`config.mk`:
```
export PLATFORM = sky130hd
export DESIGN_NAME = board_click_ctrl
export DESIGN_NICKNAME = d
export VERILOG_FILES = /design/src/rtl/warships_ui_pkg.sv /design/src/rtl/board_hit_test.sv /design/src/rtl/board_click_ctrl.sv
export SDC_FILE = /design/constraint.sdc
export NUM_CORES = 1
export LEC_CHECK = 0
export ABC_AREA = 1
export BUFFER_PORTS_ARGS = -buffer_cell sky130_fd_sc_hd__buf_2
export CORE_AREA = 2 2 71 73
export CTS_BUF_LIST = sky130_fd_sc_hd__clkbuf_2
export CTS_CLUSTER_DIAMETER = 60
export DETAILED_ROUTE_END_ITERATION = 7
export DIE_AREA = 0 0 73 75
export HOLD_SLACK_MARGIN = 0.15
export PLACE_DENSITY = 0.86
export SLEW_MARGIN = 20
export SYNTH_ARGS = -nofsm -noshare
export SYNTH_HDL_FRONTEND = slang
export SYNTH_SLANG_ARGS = --single-unit
export TNS_END_PERCENT = 10
```
`constraint.sdc`:
```
create_clock -name clk -period 3.6 [get_ports clk]
set_input_delay 0.18 -clock clk [delete_from_list [all_inputs] [get_ports clk]]
set_output_delay 0.18 -clock clk [all_outputs]
set_load 0.02 [all_outputs]
```
`src/rtl/warships_ui_pkg.sv`:
```
// Shared types for the game-UI mouse click path: FSM states, target kinds,
// packed cell coordinates and the click-target record compared at press and release.
package warships_ui_pkg;

   typedef enum logic [1:0] {
      IDLE,
      ARMED_BTN,
      ARMED_CELL,
      DEAD
   } click_state_e;

   typedef enum logic [1:0] {
      NONE,
      BTN,
      CELL
   } target_kind_e;

   typedef struct packed {
      logic [3:0] col;
      logic [3:0] row;
   } cell_cor_t;

   // board/cor are kept zero unless kind == CELL so a whole-struct compare is exact
   typedef struct packed {
      target_kind_e kind;
      logic [1:0]   board;
      cell_cor_t    cor;
   } target_t;

   localparam int MAX_BOARDS = 4;

   function automatic int board_origin(input int x0, input int pitch, input int b);
      return x0 + b * pitch;
   endfunction

endpackage

```
`src/rtl/board_hit_test.sv`:
```
// Purpose: decides whether a pixel lies inside one square board grid and which cell it is.
// Latency: purely combinational.
// Backpressure: none; evaluated every cycle.
module board_hit_test
   import warships_ui_pkg::*;
#(
   parameter int ORIGIN_X  = 100,
   parameter int ORIGIN_Y  = 200,
   parameter int GRID_N    = 10,
   parameter int CELL_LOG2 = 5
) (
   input  logic [11:0] x,
   input  logic [11:0] y,
   output logic        hit,
   output cell_cor_t   cor
);

   localparam int EXT = GRID_N << CELL_LOG2;

   logic [15:0] dx;
   logic [15:0] dy;

   // Offsets wrap negative (bit 15 set) when the pointer is left of / above the origin.
   assign dx = {4'b0, x} - 16'(ORIGIN_X);
   assign dy = {4'b0, y} - 16'(ORIGIN_Y);

   assign hit = !dx[15] && !dy[15] && (dx < 16'(EXT)) && (dy < 16'(EXT));

   assign cor.col = dx[CELL_LOG2 +: 4];
   assign cor.row = dy[CELL_LOG2 +: 4];

endmodule

```
`src/rtl/board_click_ctrl.sv`:
```
// Purpose: turns mouse position + left button into one-cycle start/cell click events and hover info.
// Latency: hover 2 edges after sampling; click event registered the edge after the release sample.
// Backpressure: none; events are single-cycle pulses with no handshake.
module board_click_ctrl
   import warships_ui_pkg::*;
#(
   parameter int NUM_BOARDS  = 2,
   parameter int GRID_N      = 10,
   parameter int CELL_LOG2   = 5,
   parameter int BOARD0_X    = 100,
   parameter int BOARD_PITCH = 438,
   parameter int GRID_Y      = 200,
   parameter int BTN_X       = 312,
   parameter int BTN_W       = 400,
   parameter int BTN_Y       = 600,
   parameter int BTN_H       = 64,
   localparam int BW         = (NUM_BOARDS > 1) ? $clog2(NUM_BOARDS) : 1
) (
   input  logic                  clk,
   input  logic                  rst,
   input  logic [11:0]           x_pos,
   input  logic [11:0]           y_pos,
   input  logic                  left,
   input  logic [NUM_BOARDS-1:0] board_en,
   output logic                  start_pulse,
   output logic                  cell_valid,
   output logic [BW-1:0]         cell_board,
   output logic [7:0]            cell_cor,
   output logic                  hover_valid,
   output logic [BW-1:0]         hover_board,
   output logic [7:0]            hover_cor
);

   logic [11:0] x_r;
   logic [11:0] y_r;
   logic        left_r;
   logic        left_prev;

   // left resets high so a button held through reset never looks like a fresh press
   always_ff @(posedge clk) begin
      if (rst) begin
         x_r       <= '0;
         y_r       <= '0;
         left_r    <= 1'b1;
         left_prev <= 1'b1;
      end else begin
         x_r       <= x_pos;
         y_r       <= y_pos;
         left_r    <= left;
         left_prev <= left_r;
      end
   end

   logic press_edge;
   logic release_edge;

   assign press_edge   = left_r & ~left_prev;
   assign release_edge = ~left_r & left_prev;

   logic [NUM_BOARDS-1:0] bhit;
   cell_cor_t             bcor [NUM_BOARDS];

   for (genvar b = 0; b < NUM_BOARDS; b++) begin : g_hit
      board_hit_test #(
         .ORIGIN_X  (board_origin(BOARD0_X, BOARD_PITCH, b)),
         .ORIGIN_Y  (GRID_Y),
         .GRID_N    (GRID_N),
         .CELL_LOG2 (CELL_LOG2)
      ) u_hit (
         .x   (x_r),
         .y   (y_r),
         .hit (bhit[b]),
         .cor (bcor[b])
      );
   end

   logic btn_hit;

   assign btn_hit = ({1'b0, x_r} >= 13'(BTN_X)) && ({1'b0, x_r} < 13'(BTN_X + BTN_W)) &&
                    ({1'b0, y_r} >= 13'(BTN_Y)) && ({1'b0, y_r} < 13'(BTN_Y + BTN_H));

   logic          hov_vld;
   logic [BW-1:0] hov_board;
   cell_cor_t     hov_cor;
   target_t       cur;

   // Descending scan so the lowest-index enabled board wins on overlap.
   always_comb begin
      hov_vld   = 1'b0;
      hov_board = '0;
      hov_cor   = '0;
      for (int b = NUM_BOARDS - 1; b >= 0; b--) begin
         if (bhit[b] && board_en[b]) begin
            hov_vld   = 1'b1;
            hov_board = BW'(b);
            hov_cor   = bcor[b];
         end
      end
   end

   always_comb begin
      cur.kind  = NONE;
      cur.board = '0;
      cur.cor   = '0;
      if (btn_hit) begin
         cur.kind = BTN;
      end else if (hov_vld) begin
         cur.kind  = CELL;
         cur.board = 2'(hov_board);
         cur.cor   = hov_cor;
      end
   end

   always_ff @(posedge clk) begin
      if (rst) begin
         hover_valid <= 1'b0;
         hover_board <= '0;
         hover_cor   <= '0;
      end else begin
         hover_valid <= hov_vld;
         hover_board <= hov_board;
         hover_cor   <= hov_cor;
      end
   end

   click_state_e state;
   target_t      armed;

   always_ff @(posedge clk) begin
      if (rst) begin
         state       <= IDLE;
         armed.kind  <= NONE;
         armed.board <= '0;
         armed.cor   <= '0;
         start_pulse <= 1'b0;
         cell_valid  <= 1'b0;
         cell_board  <= '0;
         cell_cor    <= '0;
      end else begin
         start_pulse <= 1'b0;
         cell_valid  <= 1'b0;
         case (state)
            IDLE: begin
               if (press_edge) begin
                  armed <= cur;
                  case (cur.kind)
                     BTN:     state <= ARMED_BTN;
                     CELL:    state <= ARMED_CELL;
                     default: state <= DEAD;
                  endcase
               end
            end
            ARMED_BTN, ARMED_CELL: begin
               // Any drift of the pointer (or a disabled board) between press and release cancels.
               if (release_edge) begin
                  state <= IDLE;
                  if (cur == armed) begin
                     if (state == ARMED_BTN) begin
                        start_pulse <= 1'b1;
                     end else begin
                        cell_valid <= 1'b1;
                        cell_board <= armed.board[BW-1:0];
                        cell_cor   <= armed.cor;
                     end
                  end
               end
            end
            DEAD: begin
               if (release_edge) state <= IDLE;
            end
            default: state <= IDLE;
         endcase
      end
   end

endmodule

```
==> impl_metrics.tcl <==
set metrics [dict create \
    status "finished clean" \
    synth_area_um2 2850 \
    hold_viol 0 \
    num_rows 25 \
    gp_congestion 0.833 \
    fmax_mhz 394 \
    hold_slack_ps 159 \
    route.detailed.drc 0 \
    clock_latency_ps 440 \
    worst_pin_slew_ps 693 \
    place_hpwl_um 3850 \
    max_slew_margin_pct 53.8 \
    synth_edf_count 0 \
    n_antenna_cell 0 \
    synth_ff_type "dfxtp_1" \
    maxCapViolCount 0 \
    cts_sinks 56 \
    endpoint_kind "register" \
    power.density_nw_per_um2 395 \
    syn_area_per_cell_um2 6.94 \
    finalWirelength_um 5240 \
    vias 2506 \
    rsz0062_at_grt "false" \
    grt.overflow.total 0 \
    cts_tree "yes" \
    final.setup.worst_slack_ps 1060 \
    reg2reg_slack_ps 1060 \
    setup_viol 0 \
    yosysSeqAreaShare_pct 39.3 \
    synthDistinctLibCells 33 \
    finalNetCount 508 \
    grt_pass1_vias 2196 \
    ios 50 \
    cts-htree-levels 2 \
    cts_buffer_depth 2 \
    crit_fanout 19 \
    finalCriticalPeriod_ps 2540 \
    root_buffer "clkbuf_2" \
    placed_cell_area_um2 3110 \
    die_h_um 75 \
    hold_path.class "in -> reg" \
    worstPathArrival_ps 2920 \
    grt_pass1_wl_um 8880 \
    die-area_um2 5480 \
    synthToLayoutAreaGrowth_pct 18.7 \
    clk_pin_slew_ps 260 \
    ys_async_sr_fraction_pct 0 \
    r2r_start "x_r[3]$_SDFF_PP0_" \
    min_from "board_en[1]" \
    drt_first_iter_violations 105 \
    r2r_end "cell_cor[6]$_SDFFE_PP0P_" \
    drive_gt1_share_pct 22.9 \
    start_kind "register" \
    syn_nets 443 \
    synthesis.instances 411 \
    critPathRequiredTime_ps 3990 \
    worstSetupPathType "reg -> reg" \
    viasPerCell 4.72 \
    numPortBuffers 45 \
    ff2ff_path_depth 17 \
    final_max_slew_viol_count 0 \
    place_ws_ps 1130 \
    finClkSkew_ps 18.7 \
    synth_seq_cells 56 \
    final_antenna_net_count 0 \
    peakVddDrop_v 0.000274 \
    grt_util_all_layers_pct 20.7 \
    hold_end "hover_board$_SDFF_PP0_" \
    ys_warn_count 0 \
    grt_max_degree 41 \
    p_leak_nw 1.77 \
    setup_tns_ps 0 \
    antenna_found_initial 0 \
    core-area_um2 4660 \
    fin_crit_sh_pct 70.5 \
    start_util_pct 61.2 \
    die_x_um 73 \
    hold_path_depth 5 \
    drtPass1Iterations 5 \
    final_cell_area_um2 3390 \
    routedWlPerCell_um 9.86 \
    power.total_w 0.00134 \
    numCtsBuffers 5 \
]
[synthesized netlist by cell type, drive strengths merged (2+ instances only)]
master / n / area [um2]
clkinv: 2 / 8.75
nor2: 82 / 388
nand4: 10 / 62.6
nand3: 29 / 200
nand2: 102 / 428
inv: 79 / 297
a32o: 3 / 30.0
or2: 2 / 12.5
xor2: 4 / 42.6
clkbuf: 7 / 26.3
dfxtp: 56 / 1120
ha: 3 / 37.5
o21ai: 13 / 72.6
a21oi: 10 / 50.1
o211ai: 2 / 15.0
[logic make-up after synthesis]
logic type	Yosys count	share of synthesized area (%)
and+or+nand+nor	228	38.9
buffers and inverters	89	12.0
DFF	56	39.3
AOI/OAI and AO/OA	30	6.40
xor gates and xnor gates	5	2.06
adders and majority gates	3	1.32
[sequential cells by signal, summed over array words and instances (netlist names)]
signal,count
hover_cor,8
armed,11
start_pulse,1
left_prev,1
state,2
left_r,1
cell_board,1
x_r,11
hover_valid,1
hover_board,1
cell_valid,1
y_r,9
cell_cor,8
[placed cells by master, fill, tap and decap left out, types with 3 or more instances in the layout]
cell type	n
a21oi_1	10
a32o_1	3
buf_2	45
clkbuf_2	5
dfxtp_1	56
dlygate4sd3_1	21
ha_1	3
inv_1	71
inv_2	8
nand2_1	90
nand2_2	9
nand2_4	3
nand3_1	21
nand3_2	6
nand4_1	10
nor2_1	60
nor2_2	17
nor2_4	5
o21ai_0	10
xor2_1	3
[worst max path at each step]
| stage | startpoint | endpoint | cells after the start |
|---|---|---|---|
| after global placement | x_r[5]$_SDFF_PP0_ | cell_cor[1]$_SDFFE_PP0P_ | 18 |
| after global routing | y_r[4]$_SDFF_PP0_ | cell_cor[4]$_SDFFE_PP0P_ | 19 |
| final | x_r[3]$_SDFF_PP0_ | cell_cor[6]$_SDFFE_PP0P_ | 17 |
| after detailed placement | x_r[3]$_SDFF_PP0_ | cell_cor[1]$_SDFFE_PP0P_ | 16 |
| after CTS | x_r[3]$_SDFF_PP0_ | cell_cor[6]$_SDFFE_PP0P_ | 17 |
| after floorplan | y_r[4]$_SDFF_PP0_ | cell_cor[1]$_SDFFE_PP0P_ | 21 |
[per-stage QoR]
stage,utilization [%],cells
4_1_cts,72.6,531
5_1_grt,72.6,531
2_1_floorplan,-,411
3_5_place_dp,66.7,502
3_3_place_gp,66.7,502
6_report,72.6,531
[report_power, final]
group          leakage (nW)  switching [W]  internal [W]
clock                0.0406       0.000186      0.000117
combinational          1.27       0.000207      0.000130
sequential            0.459      0.0000308      0.000667
[layout make-up]
class / instances / area [um2]
Clock inverter: 3 / 42.5
Tap cell: 54 / 67.6
Sequential cell: 56 / 1120
Clock buffer: 5 / 25.0
Timing Repair Buffer: 66 / 435
Inverter: 81 / 305
Multi-Input combinational cell: 266 / 1390
Fill cell: 380 / 1270
[critical path: stages (launching register included)]
cell and delay [ps]:
dfxtp_1 470, nand2_2 110, nor2_4 180, inv_2 60, nand2_4 80, nand2_2 80, nand2_4 90, xor2_2 220
nand4_1 190, nand2_1 110, nand2_1 50, nand2_1 70, nand3_1 90, nor2_2 150, nand3_4 240, nand2_1 120
nand2_1 50, nor2_1 90
[what timing repair did]
| item | in CTS | in global routing |
|---|---|---|
| endpoints found under the hold margin | 21 | 0 |
| resized for setup | 0 | 0 |
| endpoints found under the setup margin | 0 | 0 |
| buffers inserted | 0 | 0 |
| hold buffers | 21 | 0 |
[layer usage]
metal / GRT usage (%) / up-vias / part of all wire (%)
met5: 0 / - / 0
met3: 3.08 / 4 / 3.9
met2: 38.9 / 56 / 50
li1: - / 1374 / -
met4: 8.02 / 0 / 0.99
met1: 23.6 / 1072 / 45
Note: power is estimated with default switching activity, not from simulation.
